`config.mk`:
```
export PLATFORM = sky130hd
export DESIGN_NAME = act_pipe
export DESIGN_NICKNAME = d
export VERILOG_FILES = /design/src/rtl/act_pkg.sv /design/src/rtl/act_lane.sv /design/src/rtl/act_pipe.sv
export SDC_FILE = /design/constraint.sdc
export NUM_CORES = 1
export LEC_CHECK = 0
export BUFFER_PORTS_ARGS = -buffer_cell sky130_fd_sc_hd__clkbuf_2
export CORE_MARGIN = 4
export CORE_UTILIZATION = 40
export DETAILED_ROUTE_END_ITERATION = 7
export SYNTH_ARGS = -nofsm -noshare
export SYNTH_HDL_FRONTEND = slang
export SYNTH_SLANG_ARGS = --single-unit
export TNS_END_PERCENT = 50
```
`constraint.sdc`:
```
create_clock -name clk -period 3.13 [get_ports clk]
set_clock_uncertainty 0.1 [all_clocks]
set_input_delay 0.1565 -clock clk [delete_from_list [all_inputs] [get_ports clk]]
set_output_delay 0.1565 -clock clk [all_outputs]
set_load 0.03 [all_outputs]
```
`src/rtl/act_pkg.sv`:
```
// Shared definitions for the activation pipeline: the per-beat mode encoding
// and its width.
package act_pkg;

  localparam int MODE_W = 2;

  typedef enum logic [MODE_W-1:0] {
    ACT_RELU  = 2'd0,
    ACT_HTANH = 2'd1,
    ACT_LEAKY = 2'd2,
    ACT_PASS  = 2'd3
  } act_mode_e;

endpackage

```
`src/rtl/act_lane.sv`:
```
// One activation lane: pre-shift, nonlinearity, clamp to the output range,
// and a flag telling whether the clamp altered the value.
module act_lane
  import act_pkg::*;
#(
  parameter int IWID = 14,
  parameter int OWID = 10,
  parameter int SHR  = 2,
  parameter int LSH  = 3
) (
  input  logic [IWID-1:0] x,
  input  act_mode_e       mode,
  output logic [OWID-1:0] y,
  output logic            clip
);

  // Signed output range and unsigned RELU ceiling, all expressed at input width.
  localparam logic signed [IWID-1:0] S_MAX = IWID'((1 << (OWID - 1)) - 1);
  localparam logic signed [IWID-1:0] S_MIN = ~S_MAX;
  localparam logic signed [IWID-1:0] U_MAX = IWID'((1 << OWID) - 1);

  logic signed [IWID-1:0] s;
  logic signed [IWID-1:0] t;

  assign s = $signed(x) >>> SHR;

  // NOTE: every output gets a default at the top so no path leaves it
  // unassigned, which would otherwise infer a latch.
  always_comb begin
    y    = '0;
    clip = 1'b0;
    t    = s;
    if (mode == ACT_RELU) begin
      // Zeroing a negative is the nonlinearity itself, so only the top clamps.
      if (s > U_MAX) begin
        y    = '1;
        clip = 1'b1;
      end else if (!s[IWID-1]) begin
        y = s[OWID-1:0];
      end
    end else begin
      if (mode == ACT_LEAKY && s[IWID-1]) begin
        t = s >>> LSH;
      end
      if (t > S_MAX) begin
        y    = S_MAX[OWID-1:0];
        clip = 1'b1;
      end else if (t < S_MIN) begin
        y    = S_MIN[OWID-1:0];
        clip = 1'b1;
      end else begin
        y = t[OWID-1:0];
      end
    end
  end

endmodule

```
`src/rtl/act_pipe.sv`:
```
// Two-stage elastic activation pipeline over NCH lanes with a saturating
// count of clipped lane-samples.
module act_pipe
  import act_pkg::*;
#(
  parameter int NCH  = 4,
  parameter int IWID = 14,
  parameter int OWID = 10,
  parameter int SHR  = 2,
  parameter int LSH  = 3,
  parameter int CWID = 16
) (
  input  logic                clk,
  input  logic                rst,
  input  logic                i_valid,
  output logic                i_ready,
  input  logic [MODE_W-1:0]   i_mode,
  input  logic [NCH*IWID-1:0] iData,
  output logic                o_valid,
  input  logic                o_ready,
  output logic [NCH*OWID-1:0] oData,
  input  logic                clip_clr,
  output logic [CWID-1:0]     clip_cnt
);

  localparam int SUM_W = $clog2(NCH + 1);

  logic                s1_valid;
  logic                s2_valid;
  logic                s2_adv;
  logic                s1_move;
  logic                in_xfer;
  logic [NCH*IWID-1:0] s1_data;
  act_mode_e           s1_mode;
  logic [NCH*OWID-1:0] lane_y;
  logic [NCH-1:0]      lane_clip;
  logic [SUM_W-1:0]    clip_sum;
  logic [CWID:0]       cnt_sum;

  // Ready depends only on pipeline state and o_ready, never on i_valid.
  assign s2_adv  = !s2_valid || o_ready;
  assign s1_move = s1_valid && s2_adv;
  assign i_ready = !s1_valid || s2_adv;
  assign in_xfer = i_valid && i_ready;
  assign o_valid = s2_valid;

  // NOTE: state registers use non-blocking assignments so every flop samples
  // the pre-edge values of its neighbours regardless of process order.
  always_ff @(posedge clk or posedge rst) begin
    if (rst) begin
      s1_valid <= 1'b0;
    end else if (i_ready) begin
      s1_valid <= i_valid;
    end
  end

  // NOTE: the stage-1 payload is qualified by s1_valid, so it carries no
  // reset and stays a plain enabled register.
  always_ff @(posedge clk) begin
    if (in_xfer) begin
      s1_data <= iData;
      s1_mode <= act_mode_e'(i_mode);
    end
  end

  for (genvar k = 0; k < NCH; k++) begin : g_lane
    act_lane #(
      .IWID (IWID),
      .OWID (OWID),
      .SHR  (SHR),
      .LSH  (LSH)
    ) u_lane (
      .x    (s1_data[k*IWID +: IWID]),
      .mode (s1_mode),
      .y    (lane_y[k*OWID +: OWID]),
      .clip (lane_clip[k])
    );
  end

  always_ff @(posedge clk or posedge rst) begin
    if (rst) begin
      s2_valid <= 1'b0;
      oData    <= '0;
    end else if (s2_adv) begin
      s2_valid <= s1_valid;
      if (s1_valid) begin
        oData <= lane_y;
      end
    end
  end

  always_comb begin
    clip_sum = '0;
    for (int k = 0; k < NCH; k++) begin
      clip_sum = clip_sum + SUM_W'(lane_clip[k]);
    end
  end

  // One extra bit catches the carry out; the increment never exceeds NCH.
  assign cnt_sum = {1'b0, clip_cnt} + (CWID + 1)'(clip_sum);

  always_ff @(posedge clk or posedge rst) begin
    if (rst) begin
      clip_cnt <= '0;
    end else if (clip_clr) begin
      clip_cnt <= '0;
    end else if (s1_move) begin
      clip_cnt <= cnt_sum[CWID] ? '1 : cnt_sum[CWID-1:0];
    end
  end

endmodule

```
; Word-level counts from Yosys, hierarchy flattened
; Index checks and enable logic that the tools add are counted.
[classes]
addsub = 4
order_cmp = 12
n_eq_ne = 1
n_mux = 47
n_reduce_logical = 13
[op_table]
columns = operator, count
row1 = $mux 10, 20
row2 = $gt 14x10->1 const B, 4
row3 = $lt 14x10->1 const B, 4
row4 = $mux 14, 4
row5 = $gt 12x11->1 const B, 4
row6 = $mux 16, 3
row7 = $mux 11, 4
row8 = $add 16x3->17, 1
row9 = $mux 1, 16
row10 = $logic_and 1x1->1, 6
row11 = $add 2x1->3, 1
row12 = $add 3x1->3, 1
row13 = $add 1x1->2, 1
row14 = $eq 2x2->1 const B, 1
row15 = $logic_not 1->1, 2
row16 = $logic_not 2->1, 1
row17 = $logic_or 1x1->1, 2
row18 = $reduce_and 2->1, 1
row19 = $reduce_bool 2->1, 1
[word_totals]
regBits = 116
inputBits = 63
wordCells = 83

; Logic depth before layout (Yosys ltp)
[depth]
word_depth = 15
depth_mapped = 13

; By module
; Synthesis repeated with hierarchy kept, for this count alone.
[unflattened]
cells_unflattened = 567
hier_area_um2 = 5870.6
[by_module_without_submodules]
columns = module, n_inst, cells_per_inst, area_per_inst_um2, seq_area_each_um2
row1 = act_pipe, 1, 343, 4369.2, 3193.1
row2 = act_lane, 4, 56, 375.4, 0.0

; Worst setup path before layout
; Ideal clock, no wire load.
[synth_path]
path_kind = register -> register
startpoint = register s1_data[41]
endpoint = register clip_cnt[14]
t_arrival_ns = 3.158
required_ns = 2.883
slack_ns = -0.275
stages_incl_launch_ff = 13
n_path_buf = 2
path_cell_list = edfxtp_1 -> clkbuf_1 -> buf_1 -> nor2_1 -> o21ai_0 -> fa_1 -> fa_1 -> inv_1 -> fa_1 -> nand2_1 -> or3_4 -> nor4_1 -> a211oi_1
[synth_between]
elab_chain_cells = 13
[synth_rtl]
columns = element, line
row1 = from (decl), act_pipe.sv:33  ; logic [NCH*IWID-1:0] s1_data;
row2 = from (signal assigned), act_pipe.sv:61  ; s1_data <= iData;
row3 = $logic_and 1x1->1, act_lane.sv:42  ; if (mode == ACT_LEAKY && s[IWID-1]) begin
row4 = $mux 11, act_lane.sv:42
row5 = $mux 14, act_lane.sv:33  ; if (mode == ACT_RELU) begin
row6 = $lt 14x10->1, act_lane.sv:48  ; end else if (t < S_MIN) begin
row7 = $mux 1, act_lane.sv:48
row8 = $mux 1, act_lane.sv:45  ; if (t > S_MAX) begin
row9 = $mux 1 (*), act_lane.sv:33
row10 = $add 2x1->3 (*), act_pipe.sv:95  ; clip_sum = clip_sum + SUM_W'(lane_clip[k]);
row11 = $add 3x1->3 (*), act_pipe.sv:95
row12 = $add 16x3->17 (*), act_pipe.sv:100  ; assign cnt_sum = {1'b0, clip_cnt} + (CWID + 1)'(clip_sum);
row13 = $mux 16 (*), act_pipe.sv:108  ; clip_cnt <= cnt_sum[CWID] ? '1 : cnt_sum[CWID-1:0];
row14 = $mux 16 (*), act_pipe.sv:107  ; end else if (s1_move) begin
row15 = $mux 16 (*), act_pipe.sv:105  ; end else if (clip_clr) begin
row16 = to (signal assigned), act_pipe.sv:108
row17 = to (decl), act_pipe.sv:23  ; output logic [CWID-1:0] clip_cnt
; Mark *: on every way between the ends. The rest lies on a longest branch, timed or not. The select of a mux whose other input is x is not followed.
; A chain may end at the register's enable or synchronous reset.

; Worst setup path in the final report
[layout_path]
startpoint = register s1_data[12]
endpoint = register clip_cnt[12]
[layout_between]
elab_chain_cells = 13
[layout_rtl]
columns = element, line
row1 = $mux 11, act_lane.sv:42
row2 = $mux 14, act_lane.sv:33
row3 = $lt 14x10->1, act_lane.sv:48
row4 = $mux 1, act_lane.sv:48
row5 = $mux 1, act_lane.sv:45
row6 = $mux 1 (*), act_lane.sv:33
row7 = $add 1x1->2 (*), act_pipe.sv:95
row8 = $add 2x1->3 (*), act_pipe.sv:95
row9 = $add 3x1->3 (*), act_pipe.sv:95
row10 = $add 16x3->17 (*), act_pipe.sv:100
row11 = $mux 16 (*), act_pipe.sv:108
row12 = $mux 16 (*), act_pipe.sv:107
row13 = $mux 16 (*), act_pipe.sv:105
; Marked as above.

==> impl_metrics.yaml <==
run_status:
  status: "completed"
timing:
  fin_crit_ns: 3.02
  relSlewSlack_pct: 31.3
  fmax_mhz: 331
  slew_violations: 0
  setup_ws_ns: 0.110
  hold_violations: 0
  setup_tns_ns: 0
  fin_crit_sh_pct: 96.5
  setup_viol: 0
  tightest_slew_ns: 1.03
die:
  start_util_pct: 40.9
  io_pins: 121
  dieArea_um2: 15500
  num_rows: 42
  die_h_um: 124
  die_w_um: 124
  core_area_um2: 13200
synthesis:
  synth.avg_cell_area_um2: 10.1
  synth-seq-cells: 108
  synthCells: 536
  synth_cell_type_count: 53
  yosys_warnings: 0
  synth-xor-area-share_pct: 0
  synth_compound_area_share_pct: 20.6
  synth_mux_area_share_pct: 3.10
  synth_edf_count: 50
  async_flop_share_pct: 53.7
  ys.flop_type: "dfrtp_1"
  synth_nets: 603
  synth_top_family_by_area: "compound AO/OA/AOI/OAI gates"
  synthAdderAreaFrac_pct: 1.34
  synth_area_um2: 5410
  synth-simple-area-share_pct: 16.5
  ys_seq_area_share_pct: 54.6
power:
  max-vdd-ir-drop_mv: 0.258
  p_leak_nw: 3.09
  power.density_nw_per_um2: 540
critical_path:
  arrival_ns: 3.15
  worstSetupEndpointType: "flop"
  worstPathMaxFanout: 4
  timing_worst_setup_path_type: "reg2reg"
  worstPathRequired_ns: 3.26
  critPathLaunchType: "flop"
final_layout:
  layout_common_cells: "clkbuf_2 (112), nand2_1 (63), dfrtp_1 (58)"
  drive_gt1_share_pct: 27.5
  post-route-util_pct: 54.5
  syn2layout_area_growth_pct: 33.3
  diodes: 0
  layout_commonest_cell: "clkbuf_2"
  finish.net_count: 776
global_route:
  grt_pass1_wl_um: 23900
  antenna_found_initial: 0
  grt_use_total_pct: 18.7
  grt_max_degree: 47
  grt_pass1_vias: 4802
  overflow: 0
route:
  wl_um: 14500
  postRouteAntennaNets: 0
  first_iter_violations: 356
  avgViaCountPerCell: 5.43
  wl_per_cell_um: 16.3
  via_count: 4832
  first_pass_iters: 5
  drc: 0
placement:
  hpwl_um: 10100
  dp_slack_ns: -0.0755
  routabilityCongestion: 0.817
  io_buffers: 112
cts:
  cts_tree: "done"
  clkSlewWorstSetupHoldPaths_ns: 0.08
  clockBufferDepth: 2
  ctsHtreeMaxLevel: 3
  cts_root_buffer: "clkbuf_16"
  clock_latency_ns: 0.36
  clock_sinks: 108
  numCtsBuffers: 9
flow_run:
  cap_viol_max_count: 0
hold_path:
  hold_class: "in2reg"
Yosys cell counts, types with 10 or more instances:
master	n	area share [%]
dfrtp_1	58	27
clkbuf_1	32	2.2
o22ai_1	14	1.6
edfxtp_1	50	28
nor3_1	20	1.8
mux2i_1	10	1.8
a211oi_1	19	2.6
inv_1	14	0.97
a21oi_1	41	3.8
nor2_1	47	3.3
nand2_1	64	4.4
o21ai_0	36	3.3
registers in the layout, summed over array words and instances, names as in the netlist:
signal	count
oData	40
o_valid	1
clip_cnt	16
s1_data	48
s1_mode	2
s1_valid	1
timing repair:
item / CTS / global route
gates cloned: 0 / 0
pin swaps: 3 / 2
hold buffers: 52 / 0
buffers inserted: 2 / 3
endpoints found under the hold margin: 96 / 0
gates resized for setup: 2 / 3
setup endpoints to repair: 9 / 12
final cells by class:
| class | count | area (µm²) |
|---|---|---|
| multi-input combinational | 374 | 2300 |
| timing repair buffer | 202 | 1380 |
| fill | 1224 | 6030 |
| clock buffer | 10 | 239 |
| inverter | 14 | 52.6 |
| sequential | 108 | 2950 |
| clock inverter | 6 | 72.6 |
| tap | 176 | 220 |
routing by layer:
layer  routed length (µm)  vias to the layer above  GRT usage (%)  part of all wire, %
li1                     -                     2350              -                    -
met1                 6650                     2328           25.0                   46
met2                 6980                      138           30.8                   48
met3                  680                       16           3.60                  4.7
met4                  201                        0           6.13                  1.4
met5                    0                        -              0                    0
kinds of logic after synthesis:
logic type / Yosys count
and+or+nand+nor: 183
DFF: 108
buffers and inverters: 54
adders and majority gates: 4
muxes: 16
AOI/OAI and AO/OA: 171
critical path, cell delays in order (launching register included):
cell and delay (ns):
edfxtp_1 0.43, nor2_1 0.13, nor2_1 0.05, o211ai_1 0.22
fa_1 0.47, fa_2 0.39, inv_2 0.07, fa_2 0.24
nand2_2 0.08, or3_4 0.38, nor4_2 0.25, nor3_1 0.08
through the flow:
stage	std cells	cell area [µm²]	total power, mW	hold WS [ns]
after floorplan	536	5470	2.36	0.121
after global placement	817	6330	2.66	0.233
after detailed placement	817	6330	2.67	0.235
after CTS	887	7180	3.92	0.0891
after global routing	890	7210	4.07	0.118
final	890	7210	3.89	0.105
power by group:
group          total [mW]  leakage (nW)  internal [mW]  switching, mW
Sequential           1.77          1.19           1.65          0.116
Combinational       0.934          1.75          0.340          0.594
Clock                1.19         0.149          0.650          0.545
worst paths after layout:
| path | depth (start not counted) | end | slack, ns | start |
|---|---|---|---|---|
| setup / recovery | 11 | clip_cnt[12] | 0.11 | s1_data[12] |
| hold / removal | 2 | clip_cnt[5] | 0.11 | clip_clr |
| setup reg to reg | 11 | clip_cnt[12] | 0.11 | s1_data[12] |
| hold reg to reg | 1 | oData[14] | 0.38 | oData[14] |
| max in group asynchronous | 4 | oData[5] | 1.65 | rst |
| min in group asynchronous | 3 | oData[12] | 0.48 | rst |
(Power assumes the default switching activity.)
